`src/rtl/pipe_run_ctrl_if.sv`:
```
// Debug-command, hazard and pipeline-control bundle between the debug/hazard logic and pipe_run_ctrl.
// The master drives the requests and hazards; the slave (controller) drives the pipeline controls.
interface pipe_run_ctrl_if #(
   parameter int CNT_W = 32
);
   logic             run_req;
   logic             step_req;
   logic             clear_req;
   logic             halt_fetched;
   logic             load_use;
   logic             branch_taken;
   logic             pc_enable;
   logic             ifid_enable;
   logic             ifid_flush;
   logic             idex_flush;
   logic             pipe_enable;
   logic [2:0]       state;
   logic [CNT_W-1:0] cycle_count;
   logic             done;

   modport master (
      output run_req, step_req, clear_req, halt_fetched, load_use, branch_taken,
      input  pc_enable, ifid_enable, ifid_flush, idex_flush, pipe_enable,
             state, cycle_count, done
   );

   modport slave (
      input  run_req, step_req, clear_req, halt_fetched, load_use, branch_taken,
      output pc_enable, ifid_enable, ifid_flush, idex_flush, pipe_enable,
             state, cycle_count, done
   );
endinterface

```
`src/rtl/pipe_run_ctrl.sv`:
```
// Run/step/halt-drain controller for the 5-stage pipeline with load-use stall, branch flush and run-cycle counter.
// Define PIPE_CTRL_STEP_EN to build the single-step (STEP state / step_req) feature.
module pipe_run_ctrl #(
   parameter int DRAIN_CYCLES = 4,
   parameter int CNT_W        = 32
) (
   input  logic          clk,
   input  logic          reset,
   pipe_run_ctrl_if.slave bus
);
   localparam int DW = (DRAIN_CYCLES > 1) ? $clog2(DRAIN_CYCLES) : 1;

   typedef enum logic [2:0] {
      S_IDLE  = 3'd0,
      S_RUN   = 3'd1,
      S_STEP  = 3'd2,
      S_DRAIN = 3'd3,
      S_DONE  = 3'd4
   } state_t;

   state_t           r_state;
   logic [DW-1:0]    r_drain;
   logic [CNT_W-1:0] r_cycle_count;

   logic w_active;
   logic w_halt_take;
   logic w_pc_enable;
   logic w_ifid_enable;
   logic w_ifid_flush;
   logic w_idex_flush;
   logic w_pipe_enable;
   logic w_done;

   assign w_active    = (r_state == S_RUN) || (r_state == S_STEP);
   // A HALT coinciding with a load-use stall is held off; IF re-presents it next cycle.
   assign w_halt_take = w_active && bus.halt_fetched && !bus.load_use;

   // Pipeline control decode from current state and same-cycle hazard inputs.
   always_comb begin
      w_pc_enable   = 1'b0;
      w_ifid_enable = 1'b0;
      w_ifid_flush  = 1'b0;
      w_idex_flush  = 1'b0;
      w_pipe_enable = 1'b0;
      w_done        = 1'b0;
      case (r_state)
         S_RUN, S_STEP: begin
            w_pipe_enable = 1'b1;
            if (bus.load_use) begin
               w_idex_flush = 1'b1;
            end else begin
               w_pc_enable   = !bus.halt_fetched;
               w_ifid_enable = 1'b1;
               w_ifid_flush  = bus.branch_taken || bus.halt_fetched;
            end
         end
         S_DRAIN: begin
            w_pipe_enable = 1'b1;
            w_ifid_flush  = 1'b1;
         end
         S_DONE: begin
            w_done = 1'b1;
         end
         default: begin
            w_done = 1'b0;
         end
      endcase
   end

   // Mode sequencing, drain countdown and run-cycle counter.
   always_ff @(posedge clk) begin
      if (reset) begin
         r_state       <= S_IDLE;
         r_drain       <= {DW{1'b0}};
         r_cycle_count <= {CNT_W{1'b0}};
      end else begin
         if (w_pipe_enable) begin
            r_cycle_count <= r_cycle_count + {{(CNT_W-1){1'b0}}, 1'b1};
         end
         case (r_state)
            S_IDLE: begin
               if (bus.run_req) begin
                  r_state <= S_RUN;
`ifdef PIPE_CTRL_STEP_EN
               end else if (bus.step_req) begin
                  r_state <= S_STEP;
`endif
               end
            end
            S_RUN: begin
               if (w_halt_take) begin
                  r_state <= S_DRAIN;
                  r_drain <= DW'(DRAIN_CYCLES - 1);
               end
            end
            S_STEP: begin
               if (w_halt_take) begin
                  r_state <= S_DRAIN;
                  r_drain <= DW'(DRAIN_CYCLES - 1);
               end else begin
                  r_state <= S_IDLE;
               end
            end
            S_DRAIN: begin
               if (r_drain == {DW{1'b0}}) begin
                  r_state <= S_DONE;
               end else begin
                  r_drain <= r_drain - {{(DW-1){1'b0}}, 1'b1};
               end
            end
            S_DONE: begin
               if (bus.clear_req) begin
                  r_state       <= S_IDLE;
                  r_cycle_count <= {CNT_W{1'b0}};
               end
            end
            default: begin
               r_state <= S_IDLE;
            end
         endcase
      end
   end

   assign bus.pc_enable   = w_pc_enable;
   assign bus.ifid_enable = w_ifid_enable;
   assign bus.ifid_flush  = w_ifid_flush;
   assign bus.idex_flush  = w_idex_flush;
   assign bus.pipe_enable = w_pipe_enable;
   assign bus.done        = w_done;
   assign bus.state       = r_state;
   assign bus.cycle_count = r_cycle_count;
endmodule

```
`src/flat_wrapper.sv`:
```
// flat-port wrapper written by rule: the top's interface ports become plain ports
module pipe_run_ctrl_flat 
#(
   parameter int DRAIN_CYCLES = 4,
   parameter int CNT_W        = 32
)
  (clk, reset, bus_run_req, bus_step_req, bus_clear_req, bus_halt_fetched, bus_load_use, bus_branch_taken, bus_pc_enable, bus_ifid_enable, bus_ifid_flush, bus_idex_flush, bus_pipe_enable, bus_state, bus_cycle_count, bus_done);
  pipe_run_ctrl_if #(.CNT_W(CNT_W)) bus_i ();
  input  logic clk;
  input  logic reset;
  input wire logic [$bits(bus_i.run_req)-1:0] bus_run_req;
  input wire logic [$bits(bus_i.step_req)-1:0] bus_step_req;
  input wire logic [$bits(bus_i.clear_req)-1:0] bus_clear_req;
  input wire logic [$bits(bus_i.halt_fetched)-1:0] bus_halt_fetched;
  input wire logic [$bits(bus_i.load_use)-1:0] bus_load_use;
  input wire logic [$bits(bus_i.branch_taken)-1:0] bus_branch_taken;
  output wire logic [$bits(bus_i.pc_enable)-1:0] bus_pc_enable;
  output wire logic [$bits(bus_i.ifid_enable)-1:0] bus_ifid_enable;
  output wire logic [$bits(bus_i.ifid_flush)-1:0] bus_ifid_flush;
  output wire logic [$bits(bus_i.idex_flush)-1:0] bus_idex_flush;
  output wire logic [$bits(bus_i.pipe_enable)-1:0] bus_pipe_enable;
  output wire logic [$bits(bus_i.state)-1:0] bus_state;
  output wire logic [$bits(bus_i.cycle_count)-1:0] bus_cycle_count;
  output wire logic [$bits(bus_i.done)-1:0] bus_done;
  assign bus_i.run_req = bus_run_req;
  assign bus_i.step_req = bus_step_req;
  assign bus_i.clear_req = bus_clear_req;
  assign bus_i.halt_fetched = bus_halt_fetched;
  assign bus_i.load_use = bus_load_use;
  assign bus_i.branch_taken = bus_branch_taken;
  assign bus_pc_enable = bus_i.pc_enable;
  assign bus_ifid_enable = bus_i.ifid_enable;
  assign bus_ifid_flush = bus_i.ifid_flush;
  assign bus_idex_flush = bus_i.idex_flush;
  assign bus_pipe_enable = bus_i.pipe_enable;
  assign bus_state = bus_i.state;
  assign bus_cycle_count = bus_i.cycle_count;
  assign bus_done = bus_i.done;
  pipe_run_ctrl #(.DRAIN_CYCLES(DRAIN_CYCLES), .CNT_W(CNT_W)) u_core (.clk(clk), .reset(reset), .bus(bus_i));
endmodule
```
`config.mk`:
```
export PLATFORM = sky130hd
export DESIGN_NAME = pipe_run_ctrl_flat
export DESIGN_NICKNAME = d
export VERILOG_FILES = /design/src/rtl/pipe_run_ctrl_if.sv /design/src/rtl/pipe_run_ctrl.sv /design/src/flat_wrapper.sv
export SDC_FILE = /design/constraint.sdc
export NUM_CORES = 1
export LEC_CHECK = 0
export CAP_MARGIN = 20
export CORE_ASPECT_RATIO = 0.5
export CORE_MARGIN = 2
export CORE_UTILIZATION = 44
export DETAILED_ROUTE_END_ITERATION = 8
export GPL_TIMING_DRIVEN = 0
export PLACE_DENSITY_LB_ADDON = 0.2
export SLEW_MARGIN = 10
export SYNTH_ARGS = -nofsm -noshare
export SYNTH_HDL_FRONTEND = slang
export SYNTH_SLANG_ARGS = --single-unit
```
`constraint.sdc`:
```
create_clock -name clk -period 1.6 [get_ports clk]
set_clock_uncertainty 0.1 [all_clocks]
set_input_delay 0.4 -clock clk [delete_from_list [all_inputs] [get_ports clk]]
set_output_delay 0.4 -clock clk [all_outputs]
set_load 0.01 [all_outputs]
```
Word-level counts from Yosys, hierarchy flattened
Cells that the tools add are included.
{"block": "totals", "ff_bits": 37, "wordCells": 50}
{"block": "classes", "n_addsub": 2, "eq_ne": 10, "n_mux": 22, "reduce_logical": 13}
{"op": "$mux 32", "n": 3}
{"op": "$add 32x1->32 const B", "n": 1}
{"op": "$pmux 3 s5", "n": 1}
{"op": "$mux 3", "n": 4}
{"op": "$mux 1", "n": 9}
{"op": "$eq 3x2->1 const B", "n": 2}
{"op": "$mux 2", "n": 3}
{"op": "$ne 2x1->1 const B", "n": 3}
{"op": "$ne 2x2->1 const B", "n": 3}
{"op": "$pmux 2 s2", "n": 1}
{"op": "$reduce_and 4->1", "n": 1}
{"op": "$eq 3x1->1 const B", "n": 1}
{"op": "$eq 3x3->1 const B", "n": 1}
{"op": "$logic_not 3->1", "n": 1}
{"op": "$reduce_and 3->1", "n": 1}
{"op": "$reduce_or 3->1", "n": 1}
{"op": "$logic_and 1x1->1", "n": 2}
{"op": "$logic_not 1->1", "n": 2}
{"op": "$logic_not 2->1", "n": 1}
{"op": "$logic_or 1x1->1", "n": 2}
{"op": "$pmux 1 s2", "n": 1}
{"op": "$reduce_bool 2->1", "n": 1}
{"op": "$reduce_or 2->1", "n": 1}
{"op": "$sub 2x1->2 const B", "n": 1}

Longest topological paths before layout
{"block": "depth", "depth_word": 6, "ltp_mapped": 7, "depth_no_buf": 6}

Worst setup path before layout
OpenSTA, ideal clock, no wires.
{"block": "synth_path", "path_type": "flip-flop to flip-flop", "startpoint": "register u_core.r_state[0], in the netlist u_core.bus.state[0]", "endpoint": "register u_core.r_cycle_count[20], in the netlist u_core.bus.cycle_count[20]", "arrival_time_ns": 1.589, "required_ns": 1.429, "slack_ns": -0.160, "stages_incl_launch_ff": 7, "period_less_slack_ns": 1.760, "cell_sequence": "dfxtp_1 > o21ba_1 > buf_6 > nand3_2 > buf_6 > or4_1 > a21oi_1"}
{"block": "synth_between", "elab_chain_len": 6, "elab_cells_between_ends": 9, "cone_classes": "4 x eq/ne; 4 x mux; 1 x reduce/logical"}
{"item": "from (decl)", "line_no": "pipe_run_ctrl.sv:21", "rtl": "state_t r_state;"}
{"item": "from (signal assigned)", "line_no": "pipe_run_ctrl.sv:73", "rtl": "r_state <= S_IDLE;"}
{"item": "from (signal assigned)", "line_no": "pipe_run_ctrl.sv:83", "rtl": "r_state <= S_RUN;"}
{"item": "from (signal assigned)", "line_no": "pipe_run_ctrl.sv:92", "rtl": "r_state <= S_DRAIN;"}
{"item": "$eq 3x2->1 or $eq 3x1->1 (tied branches)", "line_no": "pipe_run_ctrl.sv:46", "rtl": "case (r_state)"}
{"item": "$reduce_or 3->1 (no line) *"}
{"item": "$mux 1 *", "line_no": "pipe_run_ctrl.sv:46"}
{"item": "named net bus_pipe_enable", "line_no": "flat_wrapper.sv:21", "rtl": "output wire logic [$bits(bus_i.pipe_enable)-1:0] bus_pipe_enable;"}
{"item": "$mux 32 *", "line_no": "pipe_run_ctrl.sv:77", "rtl": "if (w_pipe_enable) begin"}
{"item": "$mux 32", "line_no": "pipe_run_ctrl.sv:112", "rtl": "if (bus.clear_req) begin"}
{"item": "$mux 32 *", "line_no": "pipe_run_ctrl.sv:80", "rtl": "case (r_state)"}
{"item": "to (signal assigned)", "line_no": "pipe_run_ctrl.sv:75", "rtl": "r_cycle_count <= {CNT_W{1'b0}};"}
{"item": "to (signal assigned)", "line_no": "pipe_run_ctrl.sv:78", "rtl": "r_cycle_count <= r_cycle_count + {{(CNT_W-1){1'b0}}, 1'b1};"}
{"item": "to (signal assigned)", "line_no": "pipe_run_ctrl.sv:114", "rtl": "r_cycle_count <= {CNT_W{1'b0}};"}
{"item": "to (decl)", "line_no": "pipe_run_ctrl.sv:23", "rtl": "logic [CNT_W-1:0] r_cycle_count;"}
The timed path passes the listed nets; every way through them passes the cells marked *.
A chain may end at the register's enable or synchronous reset.

Worst setup path after layout
{"block": "layout_path", "startpoint": "register u_core.r_state[1], in the netlist u_core.bus.state[1]", "endpoint": "output bus_ifid_flush"}
{"block": "layout_between", "elab_chain_len": 3, "elab_cells_between_ends": 5, "cone_classes": "3 x eq/ne; 1 x mux; 1 x reduce/logical"}
{"item": "$eq 3x2->1 or $eq 3x1->1 (tied branches)", "line_no": "pipe_run_ctrl.sv:46"}
{"item": "$reduce_or 2->1 (no line)"}
{"item": "$pmux 1 s2 *", "line_no": "pipe_run_ctrl.sv:46"}
{"item": "to (decl)", "line_no": "flat_wrapper.sv:19", "rtl": "output wire logic [$bits(bus_i.ifid_flush)-1:0] bus_ifid_flush;"}
Mark *: on every way between the ends. The rest lies on a longest branch, timed or not.

==> flow_summary.ini <==
[drt]
dr_total_vias = 2162
drc = 0
vias_per_cell = 5.78
ant_nets = 0
routed_wl_mm = 6.47
drtPass1Iterations = 4
drt_iter0_markers = 73
wl_per_cell_um = 17.3

[setup_path]
cp_num_buf_inv = 1
crit_path_cell_trace = nor2_4 > or3_1 > a21oi_1 > buf_2
cp_max_fo = 5
worst-path-stages = 4
r2r_slack_ns = -0.17
startpoint = u_core.bus.state[1]$_SDFFE_PP0P_
startpoint_type = flop
endpoint = bus_ifid_flush
cp.arrival_ns = 1.31
endpoint_kind = output port
crit_slowest_cell = dfxtp_4
critPathKind = flop to output port
r2r_end = u_core.bus.cycle_count[23]$_SDFF_PP0_
slowest_delay_ns = 0.41
critPathTopFamily = flip-flops
cp.required_ns = 1.10
r2r_cells = 7
reg2reg_from = u_core.bus.state[2]$_SDFFE_PP0P_

[power_and_ir_drop]
clkPwrFrac_pct = 36.6
vdd_drop_max_mv = 0.319
switching_share_pct = 24.8
power.total_w = 0.00183
powerDensity_nw_per_um2 = 545
p_sw_w = 0.000453
comb_power_share_pct = 11.9
p_int_w = 0.00137
power_frac_seq_pct = 51.5
p_leak_nw = 1.45

[placement]
place_inst = 334
place.gp.congestion = 0.780
hpwl_mm = 3.64
io_buffers = 47

[final_layout]
fillerInstances = 285
nets = 327
multiInputGateArea_sq_um = 1480
final_cell_count_no_fill = 374
layout-drive-gt1-share_pct = 42.6
seqCellArea_sq_um = 795
num_antenna_cells = 0
syn_to_final_growth_pct = 72.2
finish.utilization_pct = 77.6

[synth]
synth_warnings = 0
synth_area_leader_cell = dfxtp_1
netlist_instances = 230
synth_nets = 240
synth_flop_cell = dfxtp_1
synthArstFlopShare_pct = 0
synth_edf_count = 0
yosys-top-cells-area = dfxtp_1 38%, mux2i_1 5.1%, a21oi_1 4.6%, nand2_1 4.1%, o31ai_1 3.9%
synth_top_area_share_pct = 38.1
ys_seq_area_share_pct = 38.1
synth.distinct_cells = 38
synth-seq-cells = 37
synthesis.area_sq_um = 1950
syn-mean-instance-area_sq_um = 8.46

[global_route]
grt_max_degree = 11
grt_antenna_before_repair = 0
grt_first_pass_wirelength_mm = 10.4
grt_pass1_vias = 2104
grt_overflow = 0
grt_use_total_pct = 26.5

[die]
coreArea_sq_um = 4320
die-area_sq_um = 5000
ioPinCount = 49
fp.dieW_um = 98.0
num_rows = 17
die_h_um = 51.0
initial_core_util_pct = 45.1

[clock_network]
clk_latency_ns = 0.29
path_clk_slew_ns = 0.07
cts.sink_count = 37
htree_num_levels = 2
cts_tree = yes
cts_buffers = 5
clock-root-buffer = clkbuf_8
cts.path.max_buffers = 2

[sta]
slew_violations = 0
period_share_pct = 113
hold_ws_ns = 0.374
period_minus_slack_ns = 1.81
layout_setup_ws_ns = -0.212
hold_viol_final = 0
fmax_mhz = 552
relSlewSlack_pct = 75.0
setup_viol = 29
tightest_slew_ns = 0.372
rsz0062_at_grt = true

[flow_run]
cap_viol_max_count = 0

[min_path]
hold_path.class = flop to flop

[status]
status = complete, but fails checks
violations = setup timing
==> placed cells by master, fill, tap and decap left out, types with 4 or more instances in the layout <==
cell type / netlist / final
nand4_1: 9 / 9
dfxtp_1: 37 / 12
a21oi_2: 0 / 7
or4_4: 0 / 7
xor2_1: 6 / 5
buf_4: 1 / 24
buf_2: 5 / 5
a21oi_1: 18 / 11
nand3_1: 8 / 6
o31ai_2: 0 / 5
dfxtp_4: 0 / 9
nor4_4: 0 / 10
nand2b_1: 9 / 9
and2_1: 6 / 4
clkbuf_8: 0 / 8
inv_1: 5 / 5
nand2_1: 21 / 21
mux2i_1: 10 / 10
buf_6: 3 / 15
dlygate4sd2_1: 0 / 37
nor3_1: 5 / 5
nor2_1: 13 / 12
dfxtp_2: 0 / 16
or3_1: 5 / 5
==> layer usage <==
metal  share of wire (%)  GRT usage (%)
met1                  43           32.5
met4                 1.4           7.18
met3                 5.5           6.57
met2                  50           47.0
met5                   0              0
==> Yosys cell counts (2+ instances only) <==
| cell type | count |
|---|---|
| a21oi_1 | 18 |
| buf_2 | 5 |
| xor2_1 | 6 |
| mux2i_1 | 10 |
| nor4_1 | 11 |
| or3_1 | 5 |
| and4_1 | 6 |
| and2_1 | 6 |
| buf_6 | 3 |
| ha_1 | 2 |
| nand2_1 | 21 |
| a211oi_1 | 2 |
| dfxtp_1 | 37 |
| o21ai_0 | 5 |
| nand2b_1 | 9 |
| inv_1 | 5 |
| clkbuf_1 | 5 |
| buf_1 | 2 |
| a21o_1 | 2 |
| nand4_1 | 9 |
| or4_1 | 10 |
| xnor2_1 | 2 |
| nand3_1 | 8 |
| and3_1 | 2 |
| nor3_1 | 5 |
| o31ai_1 | 10 |
| nor2_1 | 13 |
==> area by class of cell <==
cell class,instances,share of cell area [%]
buffer,13,4.52
inverter,5,0.560
sequential,37,23.7
timing repair buffer,83,22.4
tap,57,2.13
multi-input combinational,172,44.1
clock buffer,7,2.58
==> through the flow <==
stage | TNS [ns] | cell area [sq um] | setup slack [ns]
floorplan | -0.405 | 2080 | -0.0579
global placement | -18.95 | 2620 | -0.859
detailed placement | -18.91 | 2620 | -0.868
CTS | -2.74 | 3210 | -0.219
global route | -4.28 | 3350 | -0.278
finish | -2.74 | 3350 | -0.212
==> sequential cells by signal, indices dropped and copies added (netlist names) <==
signal,count
u_core.bus.cycle_count,32
u_core.bus.state,3
u_core.r_drain,2
==> power by group through the flow <==
| stage | clock network (W) | logic [W] | registers (W) |
|---|---|---|---|
| 6_report | 0.000669 | 0.000217 | 0.000940 |
| 5_1_grt | 0.000734 | 0.000233 | 0.000942 |
| 4_1_cts | 0.000677 | 0.000208 | 0.000941 |
| 3_5_place_dp | 0 | 0.000169 | 0.000965 |
| 3_3_place_gp | 0 | 0.000164 | 0.000964 |
| 2_1_floorplan | 0 | 0.0000871 | 0.000967 |
==> worst register-to-register path, cell delays in order, from the launching register on <==
cell and delay [ns]:
dfxtp_4 0.36, o21ba_4 0.27, buf_12 0.11, nand3_4 0.10, buf_8 0.17, buf_6 0.12, nor4_4 0.26, mux2i_1 0.20
==> kinds of logic after synthesis <==
family / Yosys count / synth area share, %
DFF: 37 / 38.1
adders and majority gates: 2 / 1.29
AOI/OAI and AO/OA: 42 / 13.4
buffers and inverters: 21 / 5.72
muxes: 10 / 5.14
and+or+nand+nor: 110 / 32.8
xor gates and xnor gates: 8 / 3.60
==> how the worst min path moves through the flow <==
stage | from | endpoint | slack, ns | cells after the start
floorplan | u_core.r_drain[0]$_SDFFE_PP0P_ | u_core.r_drain[0]$_SDFFE_PP0P_ | 0.35 | 2
global placement | u_core.bus.cycle_count[31]$_SDFF_PP0_ | u_core.bus.cycle_count[31]$_SDFF_PP0_ | 0.36 | 2
detailed placement | u_core.bus.cycle_count[31]$_SDFF_PP0_ | u_core.bus.cycle_count[31]$_SDFF_PP0_ | 0.37 | 2
CTS | u_core.r_drain[0]$_SDFFE_PP0P_ | u_core.r_drain[0]$_SDFFE_PP0P_ | 0.38 | 2
global route | u_core.bus.cycle_count[31]$_SDFF_PP0_ | u_core.bus.cycle_count[31]$_SDFF_PP0_ | 0.39 | 2
finish | u_core.r_drain[0]$_SDFFE_PP0P_ | u_core.r_drain[0]$_SDFFE_PP0P_ | 0.37 | 2
==> repair_timing <==
item / CTS / global route
cloned: 6 / 0
resized for setup: 140 / 38
pin swaps: 26 / 17
setup endpoints to repair: 75 / 38
hold buffers: 0 / 0
buffers inserted: 24 / 10
endpoints found under the hold margin: 0 / 0
Power figures use the tool's default switching activity.
